--- src/rtl/rc4_pkg.sv ---
// Shared types and constants for the RC4 cracker result streamer.
// Holds the FSM state enum, the ASCII framing bytes and the key-nibble selector.
package rc4_pkg;

  typedef enum logic [3:0] {
    ST_IDLE,
    ST_KEY_EMIT,
    ST_SEP_EMIT,
    ST_RD_ADDR,
    ST_RD_WAIT,
    ST_MSG_EMIT,
    ST_TERM_EMIT,
    ST_FAIL_EMIT,
    ST_DONE
  } state_e;

  localparam int MSG_LEN_DEFAULT = 32;
  localparam int RD_LAT_DEFAULT  = 2;
  localparam int KEY_NIBBLES     = 6;

  localparam logic [7:0] ASCII_SEP  = 8'h3A;
  localparam logic [7:0] ASCII_CR   = 8'h0D;
  localparam logic [7:0] ASCII_BANG = 8'h21;

  // sel 0 is the most significant nibble, so the key prints left to right
  function automatic logic [3:0] key_nibble(input logic [23:0] key, input logic [2:0] sel);
    logic [3:0] nib;
    case (sel)
      3'd0:    nib = key[23:20];
      3'd1:    nib = key[19:16];
      3'd2:    nib = key[15:12];
      3'd3:    nib = key[11:8];
      3'd4:    nib = key[7:4];
      default: nib = key[3:0];
    endcase
    return nib;
  endfunction

endpackage

--- src/rtl/hex_to_ascii.sv ---
// Combinational nibble to lower-case ASCII hex digit.
module hex_to_ascii (
  input  logic [3:0] nibble_i,
  output logic [7:0] ascii_o
);

  always_comb begin
    if (nibble_i < 4'd10) ascii_o = 8'h30 + {4'h0, nibble_i};
    else                  ascii_o = 8'h57 + {4'h0, nibble_i};
  end

endmodule

--- src/rtl/rc4_result_streamer.sv ---
// Streams the cracked key and decrypted message as ASCII over a valid/ready link.
// state        | meaning
// ST_IDLE      | waiting for success or fail level from the cracker
// ST_KEY_EMIT  | offering the six hex digits of the latched key
// ST_SEP_EMIT  | offering ':'
// ST_RD_ADDR   | message address presented to the RAM
// ST_RD_WAIT   | waiting out the RAM read latency
// ST_MSG_EMIT  | offering one message byte
// ST_TERM_EMIT | offering CR after the message
// ST_FAIL_EMIT | offering '!' then CR
// ST_DONE      | stream finished, held until reset
module rc4_result_streamer
  import rc4_pkg::*;
#(
  parameter int MSG_LEN = MSG_LEN_DEFAULT,
  parameter int RD_LAT  = RD_LAT_DEFAULT
) (
  input  logic        clk,
  input  logic        reset,
  input  logic        success_led,
  input  logic        fail_led,
  input  logic [23:0] secret_key,
  output logic [7:0]  d_addr,
  input  logic [7:0]  d_rdata,
  output logic [7:0]  out_data,
  output logic        out_valid,
  input  logic        out_ready,
  output logic [23:0] key_latched,
  output logic        busy,
  output logic        done
);

  localparam logic [7:0] LAST_IDX = 8'(MSG_LEN - 1);
  localparam int         WAIT_W   = (RD_LAT > 1) ? $clog2(RD_LAT) : 1;
  localparam logic [WAIT_W-1:0] WAIT_LOAD = WAIT_W'(RD_LAT - 1);
  localparam logic [2:0] LAST_NIB = 3'(KEY_NIBBLES - 1);

  state_e            state_q;
  logic [2:0]        nib_cnt_q;
  logic [WAIT_W-1:0] wait_cnt_q;
  logic [7:0]        idx_q;
  logic [7:0]        out_data_q;
  logic              out_valid_q;
  logic [7:0]        d_addr_q;
  logic [23:0]       key_q;
  logic              busy_q;
  logic              done_q;

  logic [23:0] key_src_d;
  logic [2:0]  nib_sel_d;
  logic [3:0]  nib_val_d;
  logic [7:0]  nib_ascii;
  logic        xfer;

  assign xfer = out_valid_q & out_ready;

  // In IDLE the first digit comes straight from secret_key, since key_q loads on the same edge
  always_comb begin
    key_src_d = key_q;
    nib_sel_d = nib_cnt_q + 3'd1;
    if (state_q == ST_IDLE) begin
      key_src_d = secret_key;
      nib_sel_d = 3'd0;
    end
    nib_val_d = key_nibble(key_src_d, nib_sel_d);
  end

  hex_to_ascii u_hex_to_ascii (
    .nibble_i (nib_val_d),
    .ascii_o  (nib_ascii)
  );

  always_ff @(posedge clk) begin
    if (reset) begin
      state_q     <= ST_IDLE;
      nib_cnt_q   <= 3'd0;
      wait_cnt_q  <= '0;
      idx_q       <= 8'd0;
      out_data_q  <= 8'd0;
      out_valid_q <= 1'b0;
      d_addr_q    <= 8'd0;
      key_q       <= 24'd0;
      busy_q      <= 1'b0;
      done_q      <= 1'b0;
    end else begin
      case (state_q)
        ST_IDLE: begin
          if (success_led) begin
            key_q       <= secret_key;
            busy_q      <= 1'b1;
            nib_cnt_q   <= 3'd0;
            out_data_q  <= nib_ascii;
            out_valid_q <= 1'b1;
            state_q     <= ST_KEY_EMIT;
          end else if (fail_led) begin
            busy_q      <= 1'b1;
            nib_cnt_q   <= 3'd0;
            out_data_q  <= ASCII_BANG;
            out_valid_q <= 1'b1;
            state_q     <= ST_FAIL_EMIT;
          end
        end

        ST_KEY_EMIT: begin
          if (xfer) begin
            if (nib_cnt_q == LAST_NIB) begin
              out_data_q <= ASCII_SEP;
              state_q    <= ST_SEP_EMIT;
            end else begin
              nib_cnt_q  <= nib_cnt_q + 3'd1;
              out_data_q <= nib_ascii;
            end
          end
        end

        ST_SEP_EMIT: begin
          if (xfer) begin
            out_valid_q <= 1'b0;
            idx_q       <= 8'd0;
            d_addr_q    <= 8'd0;
            state_q     <= ST_RD_ADDR;
          end
        end

        ST_RD_ADDR: begin
          wait_cnt_q <= WAIT_LOAD;
          state_q    <= ST_RD_WAIT;
        end

        ST_RD_WAIT: begin
          if (wait_cnt_q == '0) begin
            out_data_q  <= d_rdata;
            out_valid_q <= 1'b1;
            state_q     <= ST_MSG_EMIT;
          end else begin
            wait_cnt_q <= wait_cnt_q - 1'b1;
          end
        end

        ST_MSG_EMIT: begin
          if (xfer) begin
            if (idx_q < LAST_IDX) begin
              idx_q       <= idx_q + 8'd1;
              d_addr_q    <= idx_q + 8'd1;
              out_valid_q <= 1'b0;
              state_q     <= ST_RD_ADDR;
            end else begin
              out_data_q <= ASCII_CR;
              state_q    <= ST_TERM_EMIT;
            end
          end
        end

        ST_TERM_EMIT: begin
          if (xfer) begin
            out_valid_q <= 1'b0;
            busy_q      <= 1'b0;
            done_q      <= 1'b1;
            state_q     <= ST_DONE;
          end
        end

        // nib_cnt_q doubles as the byte counter for the two-byte failure message
        ST_FAIL_EMIT: begin
          if (xfer) begin
            if (nib_cnt_q == 3'd0) begin
              nib_cnt_q  <= 3'd1;
              out_data_q <= ASCII_CR;
            end else begin
              out_valid_q <= 1'b0;
              busy_q      <= 1'b0;
              done_q      <= 1'b1;
              state_q     <= ST_DONE;
            end
          end
        end

        ST_DONE: begin
        end

        default: begin
          out_valid_q <= 1'b0;
          state_q     <= ST_IDLE;
        end
      endcase
    end
  end

  assign d_addr      = d_addr_q;
  assign out_data    = out_data_q;
  assign out_valid   = out_valid_q;
  assign key_latched = key_q;
  assign busy        = busy_q;
  assign done        = done_q;

endmodule
--- config.mk ---
export PLATFORM = sky130hd
export DESIGN_NAME = rc4_result_streamer
export DESIGN_NICKNAME = d
export VERILOG_FILES = /design/src/rtl/rc4_pkg.sv /design/src/rtl/hex_to_ascii.sv /design/src/rtl/rc4_result_streamer.sv
export SDC_FILE = /design/constraint.sdc
export NUM_CORES = 1
export LEC_CHECK = 0
export ABC_AREA = 1
export ABC_CLOCK_PERIOD_IN_PS = 5430
export BUFFER_PORTS_ARGS = -buffer_cell sky130_fd_sc_hd__buf_2
export CAP_MARGIN = 5
export CORE_MARGIN = 10
export CORE_UTILIZATION = 55
export DETAILED_ROUTE_END_ITERATION = 8
export PLACE_DENSITY = 0.84
export SYNTH_ARGS = -nofsm -noshare
export SYNTH_HDL_FRONTEND = slang
export SYNTH_SLANG_ARGS = --single-unit
--- constraint.sdc ---
create_clock -name clk -period 5.43 [get_ports clk]
set_clock_uncertainty 0.2 [all_clocks]
set_input_delay 0.8145 -clock clk [delete_from_list [all_inputs] [get_ports clk]]
set_output_delay 0.8145 -clock clk [all_outputs]
set_load 0.005 [all_outputs]
## Yosys cells after proc, flatten, opt, wreduce, memory -nomap -nowiden

Cells that the tools add are included.

- Register bits: 51
- Output and inout port bits: 43
- Logic and storage cells: 118

- Add/subtract/negate cells: 5
- Magnitude comparators: 2
- Equal/unequal tests: 27
- Mux-type cells: 53
- Bitwise operators: 3
- Reductions and logical operators: 19

Operators with widths:

| operator | number |
|---|---|
| two-way mux 8 bit | 13 |
| two-way mux 4 bit | 10 |
| case mux 8 bit (5 select lines) | 1 |
| case mux 4 bit (9 select lines) | 1 |
| two-way mux 24 bit | 1 |
| two-way mux 3 bit | 8 |
| inequality test 2 bit, second input constant | 12 |
| case mux 4 bit (5 select lines) | 1 |
| equality test 4 x 3 -> 1 bit, second input constant | 4 |
| case mux 8 bit (2 select lines) | 1 |
| AND reduction 8 bit | 2 |
| two-way mux 1 bit | 12 |
| AND reduction 10 bit | 1 |
| case mux 3 bit (3 select lines) | 1 |
| adder 7 x 4 -> 8 bit, first input constant | 1 |
| adder 8 x 1 -> 8 bit, second input constant | 1 |
| equality test 4 x 2 -> 1 bit, second input constant | 2 |
| less-than comparator 8 x 5 -> 1 bit, second input constant | 1 |
| AND reduction 4 bit | 2 |
| adder 6 x 4 -> 7 bit, first input constant | 1 |
| equality test 3 x 2 -> 1 bit, second input constant | 2 |
| equality test 3 bit, second input constant | 2 |
| zero test 3 bit | 2 |
| case mux 1 bit (6 select lines) | 1 |
| 21 further kinds | 26 |

## Logic depth before layout (Yosys ltp)

Gate-level depths: netlist of run 1.

- Depth after elaboration: 9
- Mapped depth: 19
- Mapped depth without buffers: 18

## Hierarchy

From an unflattened synthesis of run 1, not the netlist that was laid out.

- Cells, all modules: 460
- Area, all modules: 2969.1 sq um

By module, submodules not included:

| module | times used | cells an instance | area an instance (sq um) |
|---|---|---|---|
| rc4_result_streamer | 1 | 432 | 2830.2 |
| hex_to_ascii | 1 | 28 | 138.9 |

## Least setup slack after synthesis of run 1

No wires, ideal clock.

- Kind: register to register
- Start point: register nib_cnt_q[0]
- End point: register out_data_q[1], in the netlist out_data[1]
- Library setup time: 70 ps
- Arrival: 2081 ps
- Required time: 5160 ps
- Slack: 3079 ps
- Stages on the path, launching flop included: 16
- Path buffers: 1
- Clock period less this slack: 2351 ps
- Cell sequence: dfxtp_1 > buf_2 > inv_2 > ha_1 > inv_2 > nand2_1 > nand2_1 > nand2_1 > nand2_1 > nand2_1 > nor2_1 > nor2_2 > ha_1 > nor2_1 > o22ai_1 > a21oi_1

- Longest elaborated chain between the ends: 9
- Elaborated cells on any way between the ends: 20
- Classes of those cells: 3 x add/sub; 1 x order compare; 6 x eq/ne; 7 x mux; 3 x reduce/logical

Ends and longest elaborated chain:

| element | RTL line | text |
|---|---|---|
| start, declared | rc4_result_streamer.sv:39 | `logic [2:0] nib_cnt_q;` |
| start signal, assigned | rc4_result_streamer.sv:110 | `nib_cnt_q <= nib_cnt_q + 3'd1;` |
| adder 3 x 1 -> 3 bit | rc4_result_streamer.sv:60 | `nib_sel_d = nib_cnt_q + 3'd1;` |
| two-way mux 3 bit | rc4_result_streamer.sv:61 | `if (state_q == ST_IDLE) begin` |
| equality test 3 bit, or another cell as far along | rc4_pkg.sv:28 | `case (sel)` |
| case mux 4 bit (5 select lines) | rc4_pkg.sv:28 |  |
| adder 7 x 4 -> 8 bit, or another cell as far along | hex_to_ascii.sv:9 | `else ascii_o = 8'h57 + {4'h0, nibble_i};` |
| two-way mux 8 bit | hex_to_ascii.sv:8 | `if (nibble_i < 4'd10) ascii_o = 8'h30 + {4'h0, nibble_i};` |
| two-way mux 8 bit | rc4_result_streamer.sv:106 | `if (nib_cnt_q == LAST_NIB) begin` |
| two-way mux 8 bit | rc4_result_streamer.sv:105 | `if (xfer) begin` |
| case mux 8 bit (5 select lines) | rc4_result_streamer.sv:86 | `case (state_q)` |
| end signal, assigned | rc4_result_streamer.sv:92 | `out_data_q <= nib_ascii;` |
| end signal, assigned | rc4_result_streamer.sv:111 | `out_data_q <= nib_ascii;` |
| end signal, assigned | rc4_result_streamer.sv:132 | `out_data_q <= d_rdata;` |
| end, declared | rc4_result_streamer.sv:42 | `logic [7:0] out_data_q;` |

Several ways; a longest one is shown, not always the timed one. The select of a mux whose other input is x is not followed.
A chain may end at the register's enable or synchronous reset.

## Worst setup path in the final report of run 1

- Start point: register nib_cnt_q[0]
- End point: register out_data_q[4], in the netlist out_data[4]

Same word-level chain as after synthesis.

==> results of run 1 <==
[worst max path at each step]
stage                     cells after the start  slack, ns          from          end
after floorplan                              15       3.08  nib_cnt_q[0]  out_data[1]
after global placement                       12       2.69  nib_cnt_q[0]  out_data[4]
after detailed placement                     12       2.53  nib_cnt_q[0]  out_data[4]
after CTS                                    12       2.50  nib_cnt_q[0]  out_data[4]
after global routing                         15       2.25  nib_cnt_q[0]  out_data[4]
final                                        12       2.48  nib_cnt_q[0]  out_data[4]
[power breakdown]
group | switching, W | internal [W]
Sequential | 0.0000745 | 0.000467
Combinational | 0.000618 | 0.000339
Clock | 0.000135 | 0.0000935
Total | 0.000828 | 0.000900
[worst reg2reg max path: cells and delay by family (launching register included)]
kind	cells	cell delay (ns)
AOI/OAI and AO/OA	6	0.86
DFF	1	0.72
and+or+nand+nor	1	0.14
buffers and inverters	3	0.35
adders and majority gates	2	0.64
[kinds of logic after synthesis]
| group | Yosys count |
|---|---|
| AO/OA/AOI/OAI | 93 |
| XOR/XNOR | 3 |
| adder cells (fa/ha/maj) | 5 |
| buffers and inverters | 60 |
| flip-flops | 51 |
| AND/OR/NAND/NOR | 165 |
[flip-flops by register name, summed over array words and instances, names as in the netlist]
name         cells
out_valid        1
state_q          4
busy             1
d_addr           8
done             1
wait_cnt_q       1
out_data         8
nib_cnt_q        3
key_latched     24
[layout by cell type (no fill, tap or decap), types with 3 or more instances in the layout]
cell and instances:
nand3_1 25, a31oi_1 5, nor2_1 42, o21ai_0 14, inv_2 11, nor3_1 6
a211oi_1 22, o21ai_1 9, o211ai_1 3, buf_2 79, ha_1 5, clkbuf_8 5
nand2_2 5, nand2_1 67, nor2_4 3, dfxtp_1 51, inv_1 35, nor2_2 6
a21oi_1 33
[metal layers]
layer	wire length [um]	global-route usage, %	up-vias
met5	0	0	-
met1	3340	21.8	1307
met2	3900	32.4	93
li1	-	-	1407
met4	87	5.26	0
met3	404	3.82	8
[stage by stage]
step / instances / setup slack [ns] / hold slack, ns / utilization, %
global route: 518 / 2.25 / 0.267 / 67.6
CTS: 518 / 2.50 / 0.254 / 67.6
global placement: 510 / 2.69 / 0.236 / 65.7
finish: 518 / 2.48 / 0.254 / 67.6
floorplan: 377 / 3.08 / 0.247 / -
detailed placement: 510 / 2.53 / 0.240 / 65.7
[cell type report]
| class | instances | area share (%) |
|---|---|---|
| clock buffer | 5 | 2.16 |
| sequential | 51 | 32.0 |
| multi-input combinational | 266 | 44.6 |
| clock inverter | 3 | 0.705 |
| tap | 67 | 2.63 |
| timing repair buffer | 79 | 12.4 |
| inverter | 47 | 5.60 |
==> flow_summary.yaml, run 1 <==
timing:
  max_freq_mhz: 339
  fin_crit_sh_pct: 54.4
  hold_viol: 0
  worstMarginPinSlew_ns: 1.13
  maxSlewHeadroom_pct: 24.8
  setup_tns_ns: 0
  rsz0062_at_grt: "no"
  fin_crit_ns: 2.95
  slew_violations: 0
  setup_violations: 0
clock_tree:
  cts_buffers: 5
  ctsResizeCount: 0
  cts-root-buf: "clkbuf_8"
  insertion_delay_ns: 0.31
  postCtsSetupRepairBufs: 0
  clockBufferDepth: 2
  cts_tree: "yes"
  clock-sinks: 51
  clk_pin_slew_worst_paths_ns: 0.09
  htree_levels: 2
  cts_hold_buf: 0
floorplanning:
  pin_count: 80
  die_w_um: 89.7
  initial_core_util_pct: 56.6
  std_cell_rows: 25
  core_area_um2: 4720
  die_area_um2: 8050
  fp.dieH_um: 89.7
yosys:
  syn_inst: 377
  synthMuxAreaShare_pct: 0
  synth_seq_cells: 51
  async_reset_ff_share_pct: 0
  synth-xor-area-share_pct: 0.982
  synth_fp_nets: 419
  synth_top_cell_area_share_pct: 38.2
  synthSimpleGateAreaFrac_pct: 28.9
  synth.avg_cell_area_um2: 7.10
  synth.most_common_cell: "nand2_1"
  syn_area_um2: 2680
  synth_warnings: 0
  yosys_most_used_dff: "dfxtp_1"
  netlist_top_cells_area: "dfxtp_1, nand2_1, a211oi_1"
  synth_compound_area_share_pct: 21.0
  synthTopCellsByCount: "nand2_1, dfxtp_1, nor2_1"
  synth_top_family_by_area: "simple AND/OR/NAND/NOR gates"
  synth_enable_flop_cells: 0
  synthAdderAreaFrac_pct: 2.34
  yosysTopAreaCell: "dfxtp_1"
  yosysUniqueCellTypes: 37
  synth_seq_area_share_pct: 38.2
power_and_ir_drop:
  p_per_area_nw_per_um2: 541
  ir_worst_vdd_v: 0.000287
  p_leak_nw: 1.51
  finalPower_w: 0.00173
routing:
  totalWireLength_um: 7730
  drtPass1Iterations: 5
  drt-initial-drc-count: 161
  drtAntennaViolNets: 0
  vias_per_cell: 5.43
  drc: 0
  wire_per_inst_um: 14.9
  via_count: 2815
final_layout:
  drive_above_1_share_pct: 27.1
  num_antenna_cells: 0
  design_area_um2: 3190
  seqCellArea_um2: 1020
  area_delta_synth_final_pct: 19.4
  num-nets-final: 492
  multi_input_area_um2: 1420
  nFillCells: 421
setup_path:
  cp_slowest_cell: "dfxtp_1"
  end_kind: "flip-flop"
  critPathTopFamily: "compound AO/OA/AOI/OAI gates"
  startpoint_type: "flip-flop"
  crit_path_frequent_cell: "a21oi_1"
  worst_path_largest_cell_delay_ns: 0.72
  worstPathCellList: "inv_2 -> ha_1 -> inv_2 -> nand2_1 -> o21ai_1 -> a21oi_1 -> a21boi_1 -> ha_1 -> inv_1 -> a21oi_1 -> o22ai_1 -> a21oi_1"
  critical_path_class: "reg2reg"
  critical_path_buf_inv_count: 3
  critPathMaxFanout: 19
  required_ns: 5.48
  critPathArrivalTime_ns: 3.00
  regToRegSetupSlack_ns: 2.48
  worstReg2RegStart: "nib_cnt_q[0]"
  reg2reg_depth: 12
  rr_endpoint: "out_data[4]"
min_path:
  min_to: "done"
  hold_depth: 2
  hold_path_class: "reg2reg"
  worstHoldStart: "done"
placed_design:
  port_buffers: 79
  place_congestion: 0.921
  dpl_cell_area_um2: 3100
  dp.final_hpwl_um: 5940
global_routing:
  grt_max_degree: 39
  grt_overflow: 0
  grt_pass1_vias: 2693
  grt_pass1_wl_um: 12800
  antenna_found_initial: 0
  global_route.usage.total_pct: 18.4
job:
  drv_cap: 0
status:
  status: "finished clean"
(Power assumes the default switching activity.)
==> inputs of run 2 (changes only) <==
--- a/config.mk
+++ b/config.mk
@@ -5,14 +5,14 @@
 export SDC_FILE = /design/constraint.sdc
 export NUM_CORES = 1
 export LEC_CHECK = 0
-export ABC_AREA = 1
-export ABC_CLOCK_PERIOD_IN_PS = 5430
+export ABC_AREA = 0
+export ABC_CLOCK_PERIOD_IN_PS = 2800
 export BUFFER_PORTS_ARGS = -buffer_cell sky130_fd_sc_hd__buf_2
 export CAP_MARGIN = 5
 export CORE_MARGIN = 10
-export CORE_UTILIZATION = 55
+export CORE_UTILIZATION = 52
 export DETAILED_ROUTE_END_ITERATION = 8
-export PLACE_DENSITY = 0.84
+export PLACE_DENSITY = 0.8
 export SYNTH_ARGS = -nofsm -noshare
 export SYNTH_HDL_FRONTEND = slang
 export SYNTH_SLANG_ARGS = --single-unit
==> constraint.sdc (replaced) <==
create_clock -name clk -period 2.8 [get_ports clk]
set_clock_uncertainty 0.2 [all_clocks]
set_input_delay 0.42 -clock clk [delete_from_list [all_inputs] [get_ports clk]]
set_output_delay 0.42 -clock clk [all_outputs]
set_load 0.005 [all_outputs]
==> flow_summary.yaml, run 2 <==
final_layout:
  layout_commonest_cell: "buf_2"
  area_delta_synth_final_pct: 22.6
  final_cell_mix: "buf_2, nand2_1, dfxtp_1"
  largest_register_ffs: 24
  num-nets-final: 461
  fin_cells: 490
  drive_above_1_share_pct: 32.4
  design_area_um2: 3420
  nFillCells: 434
  num_antenna_cells: 0
routing:
  via_count: 2702
  drc: 0
  drtAntennaViolNets: 0
  drtPass1Iterations: 5
  wire_per_inst_um: 15.9
  totalWireLength_um: 7810
  vias_per_cell: 5.51
  drt-initial-drc-count: 149
min_path:
  min_to: "key_latched[14]"
  hold_depth: 3
  hold_path_class: "in2reg"
  worstHoldStart: "secret_key[14]"
placed_design:
  place_congestion: 0.914
  dp.final_hpwl_um: 5770
  dpl_cell_area_um2: 3260
  placedCellCount: 479
  port_buffers: 79
timing:
  setup_violations: 0
  max_freq_mhz: 362
  setup_tns_ns: 0
  worstMarginPinSlew_ns: 0.880
  slew_violations: 0
  hold_viol: 0
  maxSlewHeadroom_pct: 41.4
  fin_crit_sh_pct: 98.7
  fin_crit_ns: 2.76
setup_path:
  worstReg2RegStart: "nib_cnt_q[0]"
  critPathArrivalTime_ns: 2.76
  cp_slowest_cell: "dfxtp_2"
  critical_path_buf_inv_count: 1
  critPathTopFamily: "compound AO/OA/AOI/OAI gates"
  crit_start: "nib_cnt_q[0]"
  startpoint_type: "flip-flop"
  rr_endpoint: "out_data[4]"
  critPathMaxFanout: 6
  required_ns: 2.79
  worstPathCellList: "inv_1 -> ha_4 -> nand2b_4 -> mux2i_1 -> a211oi_2 -> a21oi_2 -> ha_1 -> nor4_1 -> o21ai_0 -> a221oi_2 -> a211oi_2"
  critical_path_class: "reg2reg"
  reg2reg_depth: 11
  crit_path_frequent_cell: "a211oi_2"
  regToRegSetupSlack_ns: 0.04
  end_kind: "flip-flop"
  worst_path_largest_cell_delay_ns: 0.37
power_and_ir_drop:
  combPwrFrac_pct: 53.1
  ir_worst_vdd_v: 0.000486
  finalPower_w: 0.00304
  sw_frac_of_total_pct: 42.8
  p_leak_nw: 1.48
  p_clk_share_pct: 14.4
  p_per_area_nw_per_um2: 887
  p_int_w: 0.00174
  power_switching_w: 0.00130
  seq_power_share_pct: 32.5
clock_tree:
  cts-root-buf: "clkbuf_8"
  insertion_delay_ns: 0.32
  clock-sinks: 51
  clk_pin_slew_worst_paths_ns: 0.10
  htree_levels: 2
  clockBufferDepth: 2
  cts_tree: "yes"
  cts_buffers: 5
floorplanning:
  die_w_um: 93.3
  std_cell_rows: 26
  initial_core_util_pct: 54.0
  fp.dieH_um: 93.3
  core_area_um2: 5170
  die_area_um2: 8700
  pin_count: 80
global_routing:
  global_route.usage.total_pct: 17.5
  grt_pass1_vias: 2590
  grt_max_degree: 27
  grt_pass1_wl_um: 12700
  antenna_found_initial: 0
  grt_overflow: 0
yosys:
  syn_inst: 339
  synth_warnings: 0
  synth.most_common_cell: "nand2_1"
  synth_seq_cells: 51
  yosys_most_used_dff: "dfxtp_1"
  synth_enable_flop_cells: 0
  synthTopCellsByCount: "nand2_1, dfxtp_1, a21oi_1"
  syn_area_um2: 2790
  netlist_top_cells_area: "dfxtp_1, nand2_1, a21oi_1"
  synth_top_cell_area_share_pct: 36.6
  synth_fp_nets: 381
  synth_seq_area_share_pct: 36.6
  synth.avg_cell_area_um2: 8.23
  async_reset_ff_share_pct: 0
  yosysTopAreaCell: "dfxtp_1"
  yosysUniqueCellTypes: 57
status:
  status: "finished clean"
job:
  drv_cap: 0
run 2: cell types whose count changed in the layout (fill, tap and decap cells not counted), moves of 8 or more:
cell      change
inv_2        -11
o21ai_1       -8
nand3_1      -20
a21oi_1      +13
buf_4        +17
inv_1        -29
a211oi_1     -18
run 2: stage by stage:
stage          util, %  setup slack (ns)  hold WS (ns)
2_1_floorplan        -          -0.00122         0.248
3_3_place_gp      63.0             0.104         0.237
3_5_place_dp      63.0           -0.0249         0.257
4_1_cts           65.1            0.0461         0.129
5_1_grt           66.2           -0.0715         0.137
6_report          66.2            0.0360         0.127
run 2: worst min-delay path, stage by stage:
cell	delay, ns
buf_2	0.10
nand2_1	0.05
a21oi_1	0.05
run 2: power by group through the flow:
stage / Clock, W / Combinational [W] / Sequential [W]
6_report: 0.000438 / 0.00161 / 0.000986
5_1_grt: 0.000472 / 0.00178 / 0.00100
4_1_cts: 0.000439 / 0.00154 / 0.000981
3_5_place_dp: 0 / 0.00151 / 0.000998
3_3_place_gp: 0 / 0.00146 / 0.000992
2_1_floorplan: 0 / 0.00112 / 0.00100
run 2: cell type report:
class                   count  area [um^2]  share of cell area [%]
clock buffers               5         68.8                    2.01
clock inverters             3         18.8                   0.548
flip-flops and latches     51         1020                    29.9
inverters                   6         22.5                   0.658
well taps                  70         87.6                    2.56
multi-input cells         259         1680                    49.0
repair buffers             96          523                    15.3
run 2: worst max path at each step:
stage	to	slack, ns	cells past startpoint
after detailed placement	out_data[4]	-0.02	11
after global routing	out_data[1]	-0.07	10
after CTS	out_data[4]	0.05	10
final	out_data[4]	0.04	11
after floorplan	out_data[4]	-0.001	13
after global placement	out_data[4]	0.10	11
run 2: repair_timing:
item,CTS,global route
resized for setup,2,6
hold buffers,0,0
setup endpoints to repair,2,4
endpoints found under the hold margin,0,0
cloned,0,0
pin swaps,2,4
buffers inserted,1,2
run 2: metal layers:
layer,track usage (%),vias up,share of wire [%]
li1,-,1356,-
met1,21.3,1239,43
met2,29.5,90,49
met3,3.68,17,5.7
met4,6.30,0,2.1
met5,0,-,0
run 2: logic make-up after synthesis:
family,Yosys count,synth area share [%]
flops,51,36.6
fa+ha+maj,6,2.60
xor+xnor,6,1.88
buf+inv,29,5.11
compound gates,81,19.8
mux,9,5.02
simple gates,157,29.0
==> inputs of run 3 (changes only) <==
--- a/config.mk
+++ b/config.mk
@@ -13,6 +13,7 @@
 export CORE_UTILIZATION = 52
 export DETAILED_ROUTE_END_ITERATION = 8
 export PLACE_DENSITY = 0.8
+export REMOVE_ABC_BUFFERS = 1
 export SYNTH_ARGS = -nofsm -noshare
 export SYNTH_HDL_FRONTEND = slang
 export SYNTH_SLANG_ARGS = --single-unit
==> flow_summary.yaml, run 3 (synthesis gave the netlist of run 2 again) <==
floorplanning:
  pin_count: 80
  die_w_um: 93.3
  fp.dieH_um: 93.3
  core_area_um2: 5170
  std_cell_rows: 26
  initial_core_util_pct: 54.0
  die_area_um2: 8700
power_and_ir_drop:
  p_leak_nw: 1.50
  seq_power_share_pct: 32.3
  combPwrFrac_pct: 53.0
  p_int_w: 0.00177
  p_clk_share_pct: 14.7
  finalPower_w: 0.00305
  ir_worst_vdd_v: 0.000416
  power_switching_w: 0.00128
  p_per_area_nw_per_um2: 877
  sw_frac_of_total_pct: 42.0
placed_design:
  place_ws_ns: -0.0436
  place_congestion: 0.879
  port_buffers: 79
  dp.final_hpwl_um: 5700
  dpl_cell_area_um2: 3300
final_layout:
  num_antenna_cells: 0
  largest_register_ffs: 24
  fin_util_pct: 67.2
  nFillCells: 425
  layout_commonest_cell: "buf_2"
  drive_above_1_share_pct: 33.0
  num-nets-final: 465
  final_cell_mix: "buf_2, nand2_1, dfxtp_1"
  area_delta_synth_final_pct: 24.6
  design_area_um2: 3480
routing:
  drtPass1Iterations: 6
  drt-initial-drc-count: 205
  via_count: 2728
  drtAntennaViolNets: 0
  top_layer_used: "met4"
  drc: 0
  totalWireLength_um: 7670
  vias_per_cell: 5.52
  met1_length_um: 3340
  wire_per_inst_um: 15.5
  route.met3.wl_um: 503
  wl_met2_um: 3750
setup_path:
  startpoint_type: "flip-flop"
  critical_path_buf_inv_count: 3
  required_ns: 2.81
  cp_slowest_cell: "dfxtp_2"
  critPathTopFamily: "compound AO/OA/AOI/OAI gates"
  worstPathCellList: "inv_1 -> ha_4 -> and3b_1 -> a2111oi_4 -> buf_4 -> nor3_4 -> buf_4 -> o21ai_4 -> xor2_2 -> a21oi_1 -> o41ai_2"
  worst_path_largest_cell_delay_ns: 0.35
  end_kind: "flip-flop"
  critical_path_class: "reg2reg"
  critPathArrivalTime_ns: 2.70
  crit_path_frequent_cell: "buf_4"
  critPathMaxFanout: 6
job:
  drv_cap: 0
timing:
  fin_crit_sh_pct: 96.2
  fin_crit_ns: 2.69
  worst_slack_ns: 0.107
  slew_violations: 0
  maxSlewHeadroom_pct: 47.1
  worstMarginPinSlew_ns: 0.791
  setup_violations: 0
  hold_viol: 0
  max_freq_mhz: 371
global_routing:
  antenna_found_initial: 0
  global_route.usage.total_pct: 16.7
  grt_max_degree: 26
  grt_pass1_vias: 2547
  grt_overflow: 0
  grt_pass1_wl_um: 12300
status:
  status: "finished clean"
clock_tree:
  cts_tree: "yes"
  insertion_delay_ns: 0.31
  clk_pin_slew_worst_paths_ns: 0.09
  cts_hold_buf: 0
  htree_levels: 2
  cts-root-buf: "clkbuf_8"
  clock-sinks: 51
  cts_buffers: 5
  clockBufferDepth: 2
min_path:
  hold_path_class: "in2reg"
-- run 3: cell types whose count changed in the layout (fill, tap and decap cells not counted), sizes merged --
cell,delta
buf,+4
clkbuf,+2
clkinv,-1
inv,-1
-- run 3: layout make-up --
cell class	count	area (um^2)	area share, %
multi-input combinational	259	1700	48.8
sequential	51	1020	29.4
timing repair buffer	100	553	15.9
tap	70	87.6	2.52
clock buffer	7	86.3	2.48
inverter	6	22.5	0.647
clock inverter	1	8.76	0.252
-- run 3: worst register-to-register path: stages (launching register included) --
cell	delay, ns
dfxtp_2	0.35
inv_1	0.09
ha_4	0.31
and3b_1	0.21
a2111oi_4	0.31
buf_4	0.18
nor3_4	0.04
buf_4	0.15
o21ai_4	0.18
xor2_2	0.18
a21oi_1	0.10
o41ai_2	0.29
-- run 3: power by group through the flow --
stage               clock network [W]  registers, W  logic, W
finish                       0.000450      0.000984   0.00162
global route                 0.000488       0.00100   0.00179
CTS                          0.000458      0.000979   0.00155
detailed placement                  0      0.000995   0.00154
global placement                    0      0.000992   0.00150
floorplan                           0       0.00106  0.000963
-- run 3: per-stage QoR --
step           hold slack, ns  std cells  setup TNS (ns)
2_1_floorplan           0.242        316          -0.856
3_3_place_gp            0.235        485               0
3_5_place_dp            0.248        485         -0.0436
4_1_cts                 0.138        493               0
5_1_grt                 0.138        494         -0.0107
6_report                0.142        494               0
-- run 3: path summary, 6_finish.rpt --
kind	start	to	slack, ns	depth (start not counted)
hold / removal	secret_key[11]	key_latched[11]	0.14	3
hold reg to reg	out_data[7]	out_data[7]	0.26	2
setup / recovery	nib_cnt_q[1]	out_data[0]	0.11	11
setup reg to reg	nib_cnt_q[1]	out_data[0]	0.11	11
-- run 3: what timing repair did --
action | 4_1_cts | 5_1_grt
gates resized for setup | 1 | 11
endpoints found under the setup margin | 2 | 4
hold endpoints to repair | 0 | 0
setup buffers | 0 | 1
pin swaps | 1 | 4
-- run 3: metal layers --
layer | vias up | track usage [%]
li1 | 1359 | -
met1 | 1266 | 20.5
met2 | 94 | 27.7
met3 | 9 | 4.48
met4 | 0 | 5.27
met5 | - | 0
